[src/rtl/adc_snap_ctrl_if.sv]
// adc_snap_ctrl_if -- sample stream in, snapshot BRAM write port out.
// The controller takes the master view (drives the BRAM write port, consumes
// the qualified ADC stream); the sample source / BRAM side takes the slave view.
`timescale 1ns/1ps
interface adc_snap_ctrl_if #(
  parameter int ADDR_W = 11,
  parameter int DATA_W = 32
);
  logic              trig_in;
  logic              valid_in;
  logic [DATA_W-1:0] data_in;
  logic              bram_we;
  logic [ADDR_W-1:0] bram_addr;
  logic [DATA_W-1:0] bram_data;

  modport master (
    input  trig_in, valid_in, data_in,
    output bram_we, bram_addr, bram_data
  );

  modport slave (
    output trig_in, valid_in, data_in,
    input  bram_we, bram_addr, bram_data
  );
endinterface

[src/rtl/adc_snap_ctrl.sv]
// adc_snap_ctrl -- ADC snapshot capture controller.
// Arms on a rising edge of ctrl_in[0], waits for a trigger (immediate or
// external), then streams qualified samples into a BRAM with a one-cycle
// registered write port, and reports progress through a registered status word.
// Optional build macro SNAP_CIRC_EN: pre-trigger circular capture. While armed
// every valid sample is written at a wrapping address; the trigger sample's
// address is latched into trig_addr and half a buffer of post-trigger samples
// (trigger sample included) is captured before DONE.
`timescale 1ns/1ps
module adc_snap_ctrl #(
  parameter int ADDR_W = 11,
  parameter int DATA_W = 32
) (
  input  logic                  user_clk,
  input  logic                  user_rst_n,
  input  logic [31:0]           ctrl_in,
  adc_snap_ctrl_if.master       bus,
  output logic [31:0]           status_out
);

  typedef enum logic [1:0] {S_IDLE, S_ARMED, S_CAPTURE, S_DONE} state_t;

  // Count needs one extra bit so a full buffer reads 2^ADDR_W instead of 0.
  localparam int CNT_W = ADDR_W + 1;
`ifdef SNAP_CIRC_EN
  localparam int CAP_WORDS = 1 << (ADDR_W - 1);
`else
  localparam int CAP_WORDS = 1 << ADDR_W;
`endif
  localparam logic [CNT_W-1:0] CAP_LAST = CNT_W'(CAP_WORDS - 1);

  state_t            r_state, w_state_nxt;
  logic [CNT_W-1:0]  r_count, w_count_nxt;
  logic              r_arm_d, r_primed;
  logic              w_arm_edge, w_trig, w_we;
  logic [ADDR_W-1:0] w_addr;
  logic [ADDR_W-1:0] r_trig_addr;
  logic              r_bram_we;
  logic [ADDR_W-1:0] r_bram_addr;
  logic [DATA_W-1:0] r_bram_data;
  logic [31:0]       r_status, w_status;
  logic              w_ctrl_unused;
`ifdef SNAP_CIRC_EN
  logic [ADDR_W-1:0] r_wr_ptr, w_wr_ptr_nxt, w_trig_addr_nxt;
`endif

  // Only arm and trig_sel are defined in the control word.
  assign w_ctrl_unused = ^ctrl_in[31:2];

  // r_primed keeps the first clock after reset from seeing a fake 0->1 arm edge.
  assign w_arm_edge = r_primed & ctrl_in[0] & ~r_arm_d;
  assign w_trig     = bus.valid_in & (ctrl_in[1] | bus.trig_in);

  // Next-state, next-count and write-request decode; arm edge overrides all.
  always_comb begin
    // NOTE: every output gets a default first so no path can infer a latch.
    w_state_nxt = r_state;
    w_count_nxt = r_count;
    w_we        = 1'b0;
`ifdef SNAP_CIRC_EN
    w_wr_ptr_nxt    = r_wr_ptr;
    w_trig_addr_nxt = r_trig_addr;
    w_addr          = r_wr_ptr;
`else
    w_addr          = r_count[ADDR_W-1:0];
`endif
    if (w_arm_edge) begin
      w_state_nxt = S_ARMED;
      w_count_nxt = '0;
`ifdef SNAP_CIRC_EN
      w_wr_ptr_nxt    = '0;
      w_trig_addr_nxt = '0;
`endif
    end else begin
      case (r_state)
        S_ARMED: begin
`ifdef SNAP_CIRC_EN
          if (bus.valid_in) begin
            w_we         = 1'b1;
            w_wr_ptr_nxt = r_wr_ptr + ADDR_W'(1);
            if (w_trig) begin
              w_trig_addr_nxt = r_wr_ptr;
              w_count_nxt     = CNT_W'(1);
              w_state_nxt     = S_CAPTURE;
            end
          end
`else
          if (w_trig) begin
            w_we        = 1'b1;
            w_count_nxt = CNT_W'(1);
            w_state_nxt = S_CAPTURE;
          end
`endif
        end
        S_CAPTURE: begin
          if (bus.valid_in) begin
            w_we        = 1'b1;
            w_count_nxt = r_count + CNT_W'(1);
`ifdef SNAP_CIRC_EN
            w_wr_ptr_nxt = r_wr_ptr + ADDR_W'(1);
`endif
            if (r_count == CAP_LAST) w_state_nxt = S_DONE;
          end
        end
        default: ;
      endcase
    end
  end

  // Status word built from the current state, count and trigger address.
  always_comb begin
    w_status        = '0;
    w_status[31]    = (r_state == S_DONE);
    w_status[30]    = (r_state == S_ARMED);
    w_status[29]    = (r_state == S_CAPTURE);
    w_status[27:16] = 12'(r_trig_addr);
    w_status[12:0]  = 13'(r_count);
  end

  // State, counters, arm-edge history and the registered BRAM write port.
  always_ff @(posedge user_clk or negedge user_rst_n) begin
    if (!user_rst_n) begin
      r_state     <= S_IDLE;
      r_count     <= '0;
      r_arm_d     <= 1'b0;
      r_primed    <= 1'b0;
      r_bram_we   <= 1'b0;
      r_bram_addr <= '0;
      r_bram_data <= '0;
      r_status    <= '0;
`ifdef SNAP_CIRC_EN
      r_wr_ptr    <= '0;
      r_trig_addr <= '0;
`endif
    end else begin
      // NOTE: non-blocking assignments so every register samples pre-edge values.
      r_state   <= w_state_nxt;
      r_count   <= w_count_nxt;
      r_arm_d   <= ctrl_in[0];
      r_primed  <= 1'b1;
      r_bram_we <= w_we;
      r_status  <= w_status;
      if (w_we) begin
        r_bram_addr <= w_addr;
        r_bram_data <= bus.data_in;
      end
`ifdef SNAP_CIRC_EN
      r_wr_ptr    <= w_wr_ptr_nxt;
      r_trig_addr <= w_trig_addr_nxt;
`endif
    end
  end

`ifndef SNAP_CIRC_EN
  // Without circular capture the trigger address is always zero.
  assign r_trig_addr = '0;
`endif

  assign bus.bram_we   = r_bram_we;
  assign bus.bram_addr = r_bram_addr;
  assign bus.bram_data = r_bram_data;
  assign status_out    = r_status;

endmodule

[src/flat_wrapper.sv]
// flat-port wrapper written by rule: the top's interface ports become plain ports
module adc_snap_ctrl_flat 
#(
  parameter int ADDR_W = 11,
  parameter int DATA_W = 32
)
  (user_clk, user_rst_n, ctrl_in, status_out, bus_trig_in, bus_valid_in, bus_data_in, bus_bram_we, bus_bram_addr, bus_bram_data);
  adc_snap_ctrl_if #(.ADDR_W(ADDR_W), .DATA_W(DATA_W)) bus_i ();
  input  logic user_clk;
  input  logic user_rst_n;
  input  logic [31:0] ctrl_in;
  output logic [31:0] status_out;
  input wire logic [$bits(bus_i.trig_in)-1:0] bus_trig_in;
  input wire logic [$bits(bus_i.valid_in)-1:0] bus_valid_in;
  input wire logic [$bits(bus_i.data_in)-1:0] bus_data_in;
  output wire logic [$bits(bus_i.bram_we)-1:0] bus_bram_we;
  output wire logic [$bits(bus_i.bram_addr)-1:0] bus_bram_addr;
  output wire logic [$bits(bus_i.bram_data)-1:0] bus_bram_data;
  assign bus_i.trig_in = bus_trig_in;
  assign bus_i.valid_in = bus_valid_in;
  assign bus_i.data_in = bus_data_in;
  assign bus_bram_we = bus_i.bram_we;
  assign bus_bram_addr = bus_i.bram_addr;
  assign bus_bram_data = bus_i.bram_data;
  adc_snap_ctrl #(.ADDR_W(ADDR_W), .DATA_W(DATA_W)) u_core (.user_clk(user_clk), .user_rst_n(user_rst_n), .ctrl_in(ctrl_in), .bus(bus_i), .status_out(status_out));
endmodule
[config.mk]
export PLATFORM = sky130hd
export DESIGN_NAME = adc_snap_ctrl_flat
export DESIGN_NICKNAME = d
export VERILOG_FILES = /design/src/rtl/adc_snap_ctrl_if.sv /design/src/rtl/adc_snap_ctrl.sv /design/src/flat_wrapper.sv
export SDC_FILE = /design/constraint.sdc
export NUM_CORES = 1
export LEC_CHECK = 0
export CAP_MARGIN = 20
export CORE_MARGIN = 5
export CORE_UTILIZATION = 44
export CTS_CLUSTER_DIAMETER = 100
export DETAILED_ROUTE_END_ITERATION = 10
export PLACE_DENSITY = 0.85
export SYNTH_ARGS = -nofsm -noshare
export SYNTH_HDL_FRONTEND = slang
export SYNTH_SLANG_ARGS = --single-unit
[constraint.sdc]
create_clock -name user_clk -period 4.1 [get_ports user_clk]
set_input_delay 0.615 -clock user_clk [delete_from_list [all_inputs] [get_ports user_clk]]
set_output_delay 0.615 -clock user_clk [all_outputs]
set_load 0.02 [all_outputs]
==> out/results.tsv, run 1 <==
metric	value	unit
ant_nets	0	
required	4.31	ns
path_cells	inv_1 -> ha_1 -> and2b_1 -> nand3_2 -> buf_4 -> mux2_1	
track_usage	15.0	%
clock_skew	0.00911	ns
r2r_slack	1.56	ns
drcViolationCount	0	
ys_seq_area_share	61.5	%
synth_area_leaders	dfrtp_1 61%, mux2_1 16%, buf_4 4.2%, a21oi_1 1.6%, ha_1 1.6%	
startpoint_type	register	
rsz0062_at_grt	no	
nets	397	
dieArea	0.00870	sq mm
start_util	45.2	%
core_area	0.00676	sq mm
path_clk_slew	0.07	ns
globalplace.congestion	0.773	
endpoint_kind	register	
vias	2072	
ys_ff_latch	75	
min_period	2.54	ns
reg2reg_from	u_core.r_state[0]	
overflow	0	
finalInstanceArea	0.00423	sq mm
yosysTopAreaCell	dfrtp_1	
critical_path.endpoint	u_core.bus.bram_data[29]	
syn_area_per_cell	13.6	sq um
instances_no_fill	410	
cp.depth	6	
min_path_type	in -> async	
place.port_buffers	96	
drtPass1Iterations	4	
area_delta_synth_final	38.6	%
tns	0	ns
cp-startpoint	u_core.r_state[0]	
max_freq	0.394	GHz
place_inst	394	
worst_pin_slew	0.921	ns
final_max_slew_viol_count	0	
die_x	93.3	um
drv_cap	0	
p_clk_share	20.8	%
cpMaxStageDelayCell	nand3_2	
hold_viol	0	
critPathBufInv	2	
htree_levels	3	
ys_warn_count	0	
wl_per_cell	15.0	um
grt_pass1_wl	10.2	mm
ctsHoldBuffers	0	
dp_hpwl	4.42	mm
yosys.area.top_type_share	61.5	%
grt_antenna_before_repair	0	
tritoncts	done	
crit_fanout	26	
grt_pass1_vias	2145	
clock_path_buffers	2	
reg2regPathDepth	6	
r2r-end	u_core.bus.bram_data[29]	
post_cts_buffers	0	
path_class	reg -> reg	
finalSetupViolCount	0	
max_stage_delay	0.46	ns
die_y	93.3	um
final_common_cell	clkdlybuf4s50_1	
p_leak	1.87	nW
ir_drop	0.000344	V
switching_share	34.8	%
synth_flop_cell	dfrtp_1	
cts-root-buf	clkbuf_8	
total_power	2.97	mW
powerDensity	702	mW/mm^2
wirelength	6.14	mm
num_antenna_cells	0	
holdWs	0.414	ns
cts.repair.resized	0	
clock_latency	0.33	ns
syn_inst	225	
crit_family	simple AND/OR/NAND/NOR gates	
rows	30	
cts.sinks	75	
layout_common_cells	95 x clkdlybuf4s50_1, 75 x dfrtp_1, 43 x mux2_1	
via_per_inst	5.05	
syn_area	0.00305	sq mm
cellInternalPower	1.94	mW
ios	144	
arrival	2.74	ns
drt_iter0_markers	75	
postPlaceCellArea	0.00401	sq mm
post-route-period-util	61.9	%
pwr-share-comb	42.4	%
async_flop_share	100	%
grt_max_degree	76	
seqPwrFrac	36.8	%
cts_inserted_buffers	9	
drive_above_1_share	6.36	%
synthDistinctLibCells	39	
status	finished, final reports clean	
slew_headroom	38.6	%
synth_edf_count	0	
power.switching	1.03	mW
-- worst register-to-register path, delay by kind of cell (launching register included) --
| family | cells | cell delay [ns] |
|---|---|---|
| adders and majority gates | 1 | 0.33 |
| buffers and inverters | 2 | 0.50 |
| DFF | 1 | 0.40 |
| muxes | 1 | 0.36 |
| and+or+nand+nor | 2 | 0.82 |
-- synth_stat cells, drive strengths merged, types with 2 or more instances --
master	instances
and4	3
nand2	9
or3	4
buf	24
nand3	6
dfrtp	75
a211oi	2
or3b	2
ha	4
mux2	43
o21ai	8
a31oi	2
or4	3
nor3	2
o31ai	2
o22ai	2
nand4	4
a21oi	10
conb	2
nor2	2
inv	5
nand2b	2
-- cell families (layout without fill, tap and decap cells) --
kind of cell	count (synthesis)	count (layout)	share of synthesized area, %
and+or+nand+nor	43	43	8.69
adders and majority gates	4	4	1.64
other	2	18	0.246
muxes	43	43	15.9
buffers and inverters	29	118	6.11
AOI/OAI and AO/OA	29	29	5.98
DFF	75	75	61.5
-- per-layer routing --
| layer | part of all wire [%] | global-route usage [%] |
|---|---|---|
| met5 | 0 | 0 |
| met4 | 0.50 | 5.74 |
| met3 | 9.8 | 4.75 |
| met2 | 49 | 25.5 |
| met1 | 40 | 17.5 |
-- through the flow --
stage          utilization (%)  worst slack (ns)
4_1_cts                   62.6              1.50
3_3_place_gp              59.4              1.35
2_1_floorplan                -              2.23
3_5_place_dp              59.4              1.28
5_1_grt                   62.6              1.39
6_report                  62.6              1.56
-- power groups by stage --
stage	combinational [mW]	sequential, mW	clock (mW)
2_1_floorplan	0.491	1.35	0
3_3_place_gp	1.24	1.10	0
3_5_place_dp	1.28	1.11	0
4_1_cts	1.28	1.10	0.639
5_1_grt	1.36	1.13	0.669
6_report	1.26	1.09	0.618
-- registers in the layout (all words and copies together) (netlist names) --
register	cells
u_core.r_state	2
u_core.bus.bram_we	1
u_core.bus.bram_addr	11
u_core.status_out	15
u_core.bus.bram_data	32
u_core.r_primed	1
u_core.r_arm_d	1
u_core.r_count	12
-- how the worst min path moves through the flow --
stage                        from                      end  slack [ns]  cells past startpoint
5_1_grt        u_core.r_count[11]    u_core.status_out[11]        0.48                      0
4_1_cts                user_rst_n  u_core.bus.bram_data[6]        0.45                      1
3_3_place_gp   u_core.r_count[11]    u_core.status_out[11]        0.43                      0
2_1_floorplan          user_rst_n  u_core.bus.bram_addr[0]        0.32                      0
3_5_place_dp   u_core.r_count[11]    u_core.status_out[11]        0.43                      0
6_report               user_rst_n  u_core.bus.bram_data[1]        0.41                      1
-- cell type report --
cell class	instances	area, sq um
multi-input combinational	137	1050
sequential	75	1880
clock buffer	12	145
fill	524	2530
tap	80	100
clock inverter	4	73.8
inverter	5	18.8
timing repair buffer	97	966
Power figures use the tool's default switching activity.
==> inputs of run 2 (changes only) <==
--- a/config.mk
+++ b/config.mk
@@ -7,10 +7,10 @@
 export LEC_CHECK = 0
 export CAP_MARGIN = 20
 export CORE_MARGIN = 5
-export CORE_UTILIZATION = 44
+export CORE_UTILIZATION = 41
 export CTS_CLUSTER_DIAMETER = 100
 export DETAILED_ROUTE_END_ITERATION = 10
-export PLACE_DENSITY = 0.85
+export PLACE_DENSITY = 0.8
 export SYNTH_ARGS = -nofsm -noshare
 export SYNTH_HDL_FRONTEND = slang
 export SYNTH_SLANG_ARGS = --single-unit
==> constraint.sdc (replaced) <==
create_clock -name user_clk -period 2.4 [get_ports user_clk]
set_input_delay 0.36 -clock user_clk [delete_from_list [all_inputs] [get_ports user_clk]]
set_output_delay 0.36 -clock user_clk [all_outputs]
set_load 0.02 [all_outputs]
==> run 2 against run 1 <==
Effect of this change: wire length up 3.1%; design area up 0.74%; non-clock buffer count unchanged; fmax up 22%; sequential share of layout area down 0.33 points; final cell count up 4.6%; power up 70%; via count up 1.1%; largest cell class unchanged.
==> out/results.tsv, run 2 (same netlist as run 1, synthesis figures left out) <==
metric	value	unit	change
track_usage	13.8	%	was 15.0%
layout_common_cells	95 x clkdlybuf4s50_1, 75 x dfrtp_1, 43 x mux2_1		unchanged
clock_latency	0.34	ns	was 0.33 ns
htree_levels	3		unchanged
tritoncts	done		unchanged
max_stage_delay	0.52	ns	was 0.46 ns
worst_pin_slew	0.918	ns	was 0.921 ns
drive_above_1_share	6.67	%	was 6.36%
place.port_buffers	96		unchanged
grt_pass1_wl	9.94	mm	was 10.2 mm
cts-root-buf	clkbuf_8		unchanged
path_class	reg -> reg		unchanged
ant_nets	0		unchanged
core_area	0.00725	sq mm	was 0.00676 sq mm
arrival	2.29	ns	was 2.74 ns
required	2.61	ns	was 4.31 ns
overflow	0		unchanged
globalplace.congestion	0.788		was 0.773
grt_max_degree	76		unchanged
final_common_cell	clkdlybuf4s50_1		unchanged
instances_no_fill	429		was 410
grt_pass1_vias	2056		was 2,145
largest_reg_flops	32		unchanged
p_leak	1.87	nW	about the same
rows	31		was 30
place_inst	413		was 394
reg2reg_from	u_core.r_state[1]		was u_core.r_state[0]
dieArea	0.00927	sq mm	was 0.00870 sq mm
ir_drop	0.000427	V	was 0.000344 V
cts_inserted_buffers	9		unchanged
die_y	96.3	um	was 93.3 um
wirelength	6.33	mm	was 6.14 mm
clock_path_buffers	2		unchanged
max_freq	0.482	GHz	was 0.394 GHz
slew_headroom	38.8	%	was 38.6%
grt_antenna_before_repair	0		unchanged
num_antenna_cells	0		unchanged
rsz0062_at_grt	no		unchanged
min_path_type	in -> async		unchanged
drtPass1Iterations	4		unchanged
cp-startpoint	u_core.r_state[1]		was u_core.r_state[0]
crit_fanout	14		was 26
cts.sinks	75		unchanged
path_cells	inv_1 -> ha_1 -> or3b_4 -> a211oi_4 -> or4_1 -> a21oi_1		was inv_1 -> ha_1 -> and2b_1 -> nand3_2 -> buf_4 -> mux2_1
vias	2094		was 2,072
area_delta_synth_final	39.6	%	was 38.6%
final_max_slew_viol_count	0		unchanged
startpoint_type	register		unchanged
dp_hpwl	4.54	mm	was 4.42 mm
ctsHoldBuffers	0		unchanged
post_cts_buffers	0		unchanged
die_x	96.3	um	was 93.3 um
cts.repair.resized	0		unchanged
wl_per_cell	14.8	um	was 15.0 um
tns	0	ns	unchanged
endpoint_kind	register		unchanged
powerDensity	1180	mW/mm^2	was 702 mW/mm^2
path_clk_slew	0.08	ns	was 0.07 ns
final_util	58.8	%	was 62.6%
hold_viol	0		unchanged
nets	397		unchanged
start_util	42.1	%	was 45.2%
min_period	2.08	ns	was 2.54 ns
finalSetupViolCount	0		unchanged
ios	144		unchanged
clock_skew	0.00783	ns	was 0.00911 ns
via_per_inst	4.88		was 5.05
drv_cap	0		unchanged
status	finished, final reports clean		unchanged
cpMaxStageDelayCell	a211oi_4		was nand3_2
post-route-period-util	86.5	%	was 61.9%
drt_iter0_markers	102		was 75
drcViolationCount	0		unchanged
## run 2: cell types whose count changed in the layout (fill, tap and decap cells not counted), sizes merged
cell      delta
clkbuf       +1
clkinvlp     +2
clkinv       -2
bufinv       -1
## run 2: final timing paths
path                                            end  slack, ns  cells past startpoint
hold / removal             u_core.bus.bram_data[21]       0.15                      1
max in group asynchronous   u_core.bus.bram_data[0]       1.65                      1
min in group user_clk         u_core.status_out[11]       0.45                      0
setup / recovery                  u_core.r_count[8]       0.32                      6
setup reg to reg                  u_core.r_count[8]       0.32                      6
hold reg to reg               u_core.status_out[11]       0.45                      0
## run 2: per-layer routing
layer	part of all wire (%)	wire [um]	global-route usage (%)	up-vias
li1	-	-	-	963
met1	41	2620	16.9	1036
met2	48	3050	22.9	82
met3	8.4	534	2.97	13
met4	1.9	120	7.24	0
met5	0	0	0	-
## run 2: cell type report
type | instances | area (sq um)
multi-input combinational | 137 | 1050
clock inverter | 3 | 45.0
fill | 569 | 2990
clock buffer | 13 | 169
sequential | 75 | 1880
tap | 99 | 124
timing repair buffer | 97 | 978
inverter | 5 | 18.8
## run 2: where the power goes
| group | leakage (nW) | internal, mW | switching [mW] | total [mW] |
|---|---|---|---|---|
| registers | 0.958 | 1.66 | 0.206 | 1.86 |
| clock network | 0.102 | 0.566 | 0.445 | 1.01 |
| logic | 0.813 | 1.05 | 1.12 | 2.17 |
| total | 1.87 | 3.27 | 1.77 | 5.04 |
## run 2: critical path, delay by kind of cell (launching register included)
kind,cells,cell delay [ns]
DFF,1,0.41
adders and majority gates,1,0.23
AOI/OAI and AO/OA,2,0.58
buffers and inverters,1,0.09
and+or+nand+nor,2,0.63
## run 2: per-stage QoR
step / setup WS, ns / hold WS, ns / cell area [sq um] / total power [mW]
final: 0.324 / 0.148 / 4260 / 5.04
after global routing: 0.157 / 0.234 / 4260 / 5.34
after CTS: 0.307 / 0.177 / 4260 / 5.11
after detailed placement: 0.243 / 0.427 / 4050 / 4.10
after global placement: 0.287 / 0.422 / 4050 / 4.02
after floorplan: 0.534 / 0.0644 / 3110 / 3.15
